[config.mk]
export PLATFORM = sky130hd
export DESIGN_NAME = regbank_write_arbiter
export DESIGN_NICKNAME = d
export VERILOG_FILES = /design/src/rtl/regbank_pkg.sv /design/src/rtl/regbank_onehot_dec.sv /design/src/rtl/regbank_write_arbiter.sv
export SDC_FILE = /design/constraint.sdc
export NUM_CORES = 1
export LEC_CHECK = 0
export CORE_MARGIN = 2
export CORE_UTILIZATION = 39
export DETAILED_ROUTE_END_ITERATION = 10
export PLACE_DENSITY = 0.8
export SYNTH_ARGS = -nofsm -noshare
export SYNTH_HDL_FRONTEND = slang
export SYNTH_SLANG_ARGS = --single-unit
export TNS_END_PERCENT = 100
[constraint.sdc]
create_clock -name clk -period 2.44 [get_ports clk]
set_input_delay 0.244 -clock clk [delete_from_list [all_inputs] [get_ports clk]]
set_output_delay 0.244 -clock clk [all_outputs]
set_load 0.01 [all_outputs]
[src/rtl/regbank_pkg.sv]
// Shared constants and state encoding for the register-bank write arbiter.
// Parameter defaults of the arbiter and its decoder are taken from here.
package regbank_pkg;

    localparam int DATA_W   = 32;
    localparam int NUM_REGS = 16;
    localparam int ADDR_W   = $clog2(NUM_REGS);

    localparam logic [DATA_W-1:0] CLEAR_VALUE_DFLT = 32'h0000_0000;

    typedef enum logic {
        ST_ARB   = 1'b0,
        ST_CLEAR = 1'b1
    } state_e;

endpackage

[src/rtl/regbank_onehot_dec.sv]
// Combinational index-to-one-hot decoder. It is shared by the grant path and
// the clear path.
module regbank_onehot_dec
    import regbank_pkg::*;
#(
    parameter int N_OUT = NUM_REGS,
    parameter int IDX_W = $clog2(N_OUT)
) (
    input  logic [IDX_W-1:0] idx_i,
    output logic [N_OUT-1:0] onehot_o
);

    always_comb begin
        onehot_o        = '0;
        onehot_o[idx_i] = 1'b1;
    end

endmodule

[src/rtl/regbank_write_arbiter.sv]
// Round-robin write arbiter for two requesters onto the register bank's shared
// Din/enable bus, with a built-in sequence that writes CLEAR_VALUE everywhere.
module regbank_write_arbiter #(
    parameter int                DATA_W      = regbank_pkg::DATA_W,
    parameter int                NUM_REGS    = regbank_pkg::NUM_REGS,
    parameter logic [DATA_W-1:0] CLEAR_VALUE = regbank_pkg::CLEAR_VALUE_DFLT
) (
    input  logic                        clk,
    input  logic                        rst,
    input  logic                        a_valid_i,
    input  logic [$clog2(NUM_REGS)-1:0] a_addr_i,
    input  logic [DATA_W-1:0]           a_data_i,
    output logic                        a_ready_o,
    input  logic                        b_valid_i,
    input  logic [$clog2(NUM_REGS)-1:0] b_addr_i,
    input  logic [DATA_W-1:0]           b_data_i,
    output logic                        b_ready_o,
    input  logic                        hold_i,
    input  logic                        clear_start_i,
    output logic                        clear_busy_o,
    output logic [DATA_W-1:0]           wr_data_o,
    output logic [NUM_REGS-1:0]         wr_en_o,
    output logic                        last_grant_o
);
    import regbank_pkg::*;

    localparam int ADDR_W = $clog2(NUM_REGS);

    state_e              state_q, state_d;
    logic                rr_ptr_q, rr_ptr_d;
    logic                last_grant_q, last_grant_d;
    logic [ADDR_W-1:0]   clr_cnt_q, clr_cnt_d;
    logic [NUM_REGS-1:0] wr_en_q, wr_en_d;
    logic [DATA_W-1:0]   wr_data_q, wr_data_d;

    logic                grant_ok;
    logic [ADDR_W-1:0]   dec_idx;
    logic [NUM_REGS-1:0] dec_onehot;

    // A clear request in the same cycle pre-empts any grant.
    assign grant_ok  = !rst && (state_q == ST_ARB) && !hold_i && !clear_start_i;
    assign a_ready_o = grant_ok && a_valid_i && (!b_valid_i || !rr_ptr_q);
    assign b_ready_o = grant_ok && b_valid_i && (!a_valid_i ||  rr_ptr_q);

    assign dec_idx = (state_q == ST_CLEAR) ? clr_cnt_q :
                     (b_ready_o ? b_addr_i : a_addr_i);

    regbank_onehot_dec #(
        .N_OUT (NUM_REGS),
        .IDX_W (ADDR_W)
    ) u_dec (
        .idx_i    (dec_idx),
        .onehot_o (dec_onehot)
    );

    always_comb begin
        state_d      = state_q;
        rr_ptr_d     = rr_ptr_q;
        last_grant_d = last_grant_q;
        clr_cnt_d    = clr_cnt_q;
        wr_en_d      = '0;
        wr_data_d    = wr_data_q;

        case (state_q)
            ST_ARB: begin
                if (clear_start_i) begin
                    state_d   = ST_CLEAR;
                    clr_cnt_d = '0;
                end else if (a_ready_o || b_ready_o) begin
                    wr_en_d      = dec_onehot;
                    wr_data_d    = b_ready_o ? b_data_i : a_data_i;
                    rr_ptr_d     = !b_ready_o;
                    last_grant_d = b_ready_o;
                end
            end
            ST_CLEAR: begin
                wr_en_d   = dec_onehot;
                wr_data_d = CLEAR_VALUE;
                clr_cnt_d = clr_cnt_q + 1'b1;
                if (clr_cnt_q == ADDR_W'(NUM_REGS - 1)) begin
                    state_d = ST_ARB;
                end
            end
            default: state_d = ST_ARB;
        endcase
    end

    always_ff @(posedge clk) begin
        if (rst) begin
            state_q      <= ST_ARB;
            rr_ptr_q     <= 1'b0;
            last_grant_q <= 1'b0;
            clr_cnt_q    <= '0;
            wr_en_q      <= '0;
            wr_data_q    <= '0;
        end else begin
            state_q      <= state_d;
            rr_ptr_q     <= rr_ptr_d;
            last_grant_q <= last_grant_d;
            clr_cnt_q    <= clr_cnt_d;
            wr_en_q      <= wr_en_d;
            wr_data_q    <= wr_data_d;
        end
    end

    assign clear_busy_o = (state_q == ST_CLEAR);
    assign wr_en_o      = wr_en_q;
    assign wr_data_o    = wr_data_q;
    assign last_grant_o = last_grant_q;

endmodule

### Word level (Yosys, flattened, before mapping)

Index checks and enable logic that the tools add are counted.

| storage, ports and cells | value |
|---|---|
| register bits after elaboration | 55 |
| output and inout bits | 52 |

| operators by class | value |
|---|---|
| bitwise operators | 2 |
| multiplexer cells | 16 |
| eq/ne operators | 4 |
| add/subtract/negate cells | 1 |
| $lt $le $gt $ge | 2 |
| reductions and logical operators | 20 |

Operators by type and width:

| kind | number |
|---|---|
| $mux 32 | 3 |
| $pmux 32 s2 | 1 |
| $mux 16 | 2 |
| $pmux 16 s2 | 1 |
| $mux 4 | 3 |
| $logic_and 1x1->1 | 8 |
| $pmux 4 s2 | 1 |
| $logic_not 1->1 | 7 |
| $lt 4x5->1 const B | 1 |
| $add 4x1->4 const B | 1 |
| $demux 1 s4 | 1 |
| $eq 4x4->1 const B | 1 |
| $ge 4x1->1 const B | 1 |
| $ne 2x2->1 const B | 2 |
| $logic_or 1x1->1 | 3 |
| $mux 1 | 3 |
| $reduce_and 3->1 | 1 |
| $ne 2x1->1 const B | 1 |
| $not 1->1 | 2 |
| $pmux 1 s2 | 1 |
| $reduce_and 2->1 | 1 |

### Depth between registers and ports, before layout

| logic depth | value |
|---|---|
| depth in word-level cells | 15 |
| gate-level depth with buffers | 7 |

### Hierarchy

Synthesis repeated with hierarchy kept, for this count alone.

| unflattened totals | value |
|---|---|
| cells, all modules | 229 |
| area, all modules | 2467.4 um2 |

Modules (own cells, without submodules):

| module | instances | cells an instance | area each (um2) |
|---|---|---|---|
| regbank_write_arbiter | 1 | 209 | 2240.9 |
| regbank_onehot_dec | 1 | 20 | 226.5 |

### Least setup slack after synthesis

OpenSTA, ideal clock, no wires.

| path | value |
|---|---|
| kind | register to register |
| start point | register state_q (netlist: clear_busy_o) |
| end point | register wr_en_q[12] (netlist: wr_en_o[12]) |
| stages on the path, launching flop included | 6 |
| path slack | 440 ps |
| required time | 2348 ps |
| path buffers | 1 |
| setup time | 92 ps |
| arrival time | 1908 ps |
| cell sequence | dfxtp_1 buf_6 or4_4 o31a_1 o31a_1 nor4_1 |

| on the way | value |
|---|---|
| word-level cells in the longest chain between the ends | 15 |
| elaborated cells on any way between the ends | 19 |
| classes of those cells | order compare: 2; mux: 7; bitwise: 1; reduce/logical: 9 |

RTL lines:

| item | line | text |
|---|---|---|
| from (decl) | regbank_write_arbiter.sv:29 | `state_e state_q, state_d;` |
| from (signal assigned) | regbank_write_arbiter.sv:97 | `state_q <= state_d;` |
| $not 1->1 | -- |  |
| $logic_and 1x1->1 (3 in series) | regbank_write_arbiter.sv:41 | `assign grant_ok = !rst && (state_q == ST_ARB) && !hold_i && !clear_start_i;` |
| $logic_and 1x1->1 (2 in series) | regbank_write_arbiter.sv:43 | `assign b_ready_o = grant_ok && b_valid_i && (!a_valid_i \|\| rr_ptr_q);` |
| $mux 4 | regbank_write_arbiter.sv:46 | `(b_ready_o ? b_addr_i : a_addr_i);` |
| $mux 4 | regbank_write_arbiter.sv:45 | `assign dec_idx = (state_q == ST_CLEAR) ? clr_cnt_q :` |
| $lt 4x5->1 (implied by the code) or $ge 4x1->1 (tied branches) | regbank_onehot_dec.sv:15 | `onehot_o[idx_i] = 1'b1;` |
| $logic_and 1x1->1 (implied by the code) | regbank_onehot_dec.sv:15 |  |
| $mux 1 (implied by the code) | regbank_onehot_dec.sv:15 |  |
| $demux 1 s4 | -- |  |
| $mux 16 | regbank_write_arbiter.sv:69 | `end else if (a_ready_o \|\| b_ready_o) begin` |
| $mux 16 | regbank_write_arbiter.sv:66 | `if (clear_start_i) begin` |
| $pmux 16 s2 * | regbank_write_arbiter.sv:64 | `case (state_q)` |
| to (signal assigned) | regbank_write_arbiter.sv:101 | `wr_en_q <= wr_en_d;` |
| to (decl) | regbank_write_arbiter.sv:33 | `logic [NUM_REGS-1:0] wr_en_q, wr_en_d;` |

Mark *: on every way between the ends. The rest lies on a longest branch, timed or not.
A chain may end at the register's enable or synchronous reset.

### Worst setup path after layout

| path | value |
|---|---|
| start point | register state_q (netlist: clear_busy_o) |
| end point | output b_ready_o |

| on the way | value |
|---|---|
| word-level cells in the longest chain between the ends | 6 |

RTL lines:

| item | line | text |
|---|---|---|
| $not 1->1 | -- |  |
| $logic_and 1x1->1 (3 in series) | regbank_write_arbiter.sv:41 |  |
| $logic_and 1x1->1 (2 in series) | regbank_write_arbiter.sv:43 |  |
| to (decl) | regbank_write_arbiter.sv:17 | `output logic b_ready_o,` |

No other way between the ends.

==> results.toml <==
[run_status]
status = "complete, no violations"

[run]
maxCapViolations = 0

[pwr]
p_clk_share_pct = 28.8
p_sw_share_pct = 25.7
p_comb_share_pct = 20.7
power_mw = 1.83
internal_power_mw = 1.36
powerDensity_nw_per_um2 = 473
power_switching_mw = 0.472
seqPwrFrac_pct = 50.5
ir_worst_vdd_uv = 268
power.leakage_nw = 1.36

[timing]
finalSetupViolations = 0
fmaxAchievable_mhz = 453
slew_violations = 0
period_share_pct = 90.4
tightest_slew_ps = 626
final.min_clock_period_ps = 2210
tns_ps = 0
worst_slack_ps = 233
clock_skew_ps = 7.69
hold_viol = 0
slew_headroom_pct = 58.1
rsz0062_at_grt = "no"

[drt]
totalWireLength_mm = 6.97
dr.pass1.iters = 4
num_vias = 2502
viasPerCell = 5.52
drt_iter0_drc = 93
postRouteAntennaNets = 0
drc = 0
routedWlPerCell_um = 15.4

[floorplanning]
coreArea_sq_um = 5920
num_rows = 28
fp.dieH_um = 82.3
die_area_sq_um = 6770
start_util_pct = 40.4
chipWidth_um = 82.3
ioPinCount = 130

[grt]
grt_pass1_wl_mm = 11.1
grt_max_degree = 34
gr-total-overflow = 0
antenna_found_initial = 0
grt_pass1_vias = 2396
track_usage_pct = 21.0

[clock_tree]
cts_root_buf = "clkbuf_8"
clk_path_buf_depth = 2
worstSkewPairLatency_ps = 310
cts_resized = 0
cts_tree = "done"
cts_sinks = 55
cts_made_buffers = 5
h-tree-depth = 2
cts_hold_buf = 0
clk_pin_slew_worst_paths_ps = 100
cts_setup_buffers = 0

[final_layout]
diodes = 0
layout-drive-gt1-share_pct = 8.73
syn_to_final_growth_pct = 62.1
final_cell_mix = "clkdlybuf4s50_1 (128), dfxtp_1 (55), nor2_1 (38)"
finalNetCount = 456
final_common_cell = "clkdlybuf4s50_1"

[critical_path]
crit_type = "reg -> out"
critPathRequiredTime_ps = 2200
crit_path_start_kind = "register"
cp_max_fo = 5
arrival_ps = 1960
reg2reg_depth = 5
timing.rr.start = "clear_busy_o"
r2r_end = "wr_en_o[10]"
setup.worst_path.end_class = "output port"
rrSetupSlack_ps = 310

[synthesis]
synthCells = 253
syn_nets = 332
synth_async_sr_flop_share_pct = 0
synthesis.area_sq_um = 2390
yosys_warnings = 0
ys_seq_area_share_pct = 46.0
synthDistinctLibCells = 33
synth_edf_count = 0
synth_seq_cells = 55
avgSynthCellArea_sq_um = 9.45
yosys_most_used_dff = "dfxtp_1"

[placed_design]
place_ws_ps = 72.6
dpl.hpwl_mm = 5.26
io_buffers = 129
place.gp.congestion = 0.875

[hold_path]
holdPathStages = 3
min_path_type = "in -> reg"
holdPathEnd = "wr_data_o[8]"
hp-start = "rst"
==> power groups by stage <==
stage               clock [mW]  combinational [mW]  sequential [mW]
floorplan                    0               0.167            0.951
CTS                      0.535               0.380            0.925
global route             0.570               0.414            0.928
finish                   0.528               0.379            0.925
detailed placement           0               0.378            0.946
global placement             0               0.376            0.945
==> how the worst max path moves through the flow <==
stage                             from     endpoint  slack [ps]  cells after the start
final                     clear_busy_o    b_ready_o         230                      4
after global routing      clear_busy_o   wr_en_o[9]          90                      5
after CTS                 clear_busy_o    b_ready_o         220                      4
after detailed placement        hold_i  wr_en_o[12]          70                      5
after global placement          hold_i   wr_en_o[4]         150                      5
after floorplan           clear_busy_o  wr_en_o[12]         440                      5
==> synth_stat cells (2+ instances only) <==
library cell,instances,share of area (%)
dfxtp_1,55,46
nor2_1,38,6.0
a22oi_1,32,10
a32o_1,32,13
clkbuf_1,24,3.8
nor4_1,17,4.4
a21oi_1,8,1.7
inv_1,5,0.79
nand2_1,5,0.79
nor3_1,5,1.0
nor2b_1,3,0.79
a221o_1,2,0.84
a221oi_2,2,1.3
mux2_2,2,0.94
nand2b_1,2,0.52
nand3_1,2,0.42
nor3b_1,2,0.63
o31a_1,2,0.73
==> flip-flops by register name (all words and copies together), names as in the netlist <==
register      flops
clear_busy_o      1
clr_cnt_q         4
last_grant_o      1
rr_ptr_q          1
wr_data_o        32
wr_en_o          16
==> kinds of logic (layout without fill, tap and decap cells) <==
logic type,Yosys count,count (layout),share of synthesized area (%)
AO/OA/AOI/OAI,84,84,30.0
AND/OR/NAND/NOR,79,79,16.9
flip-flops,55,55,46.0
XOR/XNOR,1,1,0.366
multiplexers,2,2,0.942
adder cells (fa/ha/maj),1,1,0.523
buffers and inverters,31,156,5.23
==> final cells by class <==
cell class / instances / area [sq um]
Fill cell: 497 / 2040
Clock inverter: 2 / 16.3
Timing Repair Buffer: 143 / 1390
Multi-Input combinational cell: 167 / 1170
Tap cell: 75 / 93.8
Sequential cell: 55 / 1100
Inverter: 5 / 18.8
Clock buffer: 6 / 82.6
==> routing by layer <==
| metal | vias up | part of all wire [%] | wire, um | global-route usage, % |
|---|---|---|---|---|
| li1 | 1229 | - | - | - |
| met1 | 1160 | 41 | 2880 | 25.2 |
| met2 | 102 | 49 | 3430 | 36.3 |
| met3 | 11 | 7.5 | 523 | 6.09 |
| met4 | 0 | 1.9 | 135 | 6.33 |
| met5 | - | 0 | 0 | 0 |
==> through the flow <==
step                utilization [%]  std cells  hold slack (ps)  cell area [sq um]
floorplan                         -        253              429               2390
global placement               63.8        445              472               3780
detailed placement             63.8        445              496               3780
CTS                            65.5        453              408               3880
global route                   65.5        453              417               3880
finish                         65.5        453              409               3880
==> worst max-delay path, stage by stage (launching register included) <==
cell and delay, ps:
dfxtp_1 380, nor4_4 330, nand3_1 230, inv_1 150, clkdlybuf4s50_1 560
Note: power is estimated with default switching activity, not from simulation.
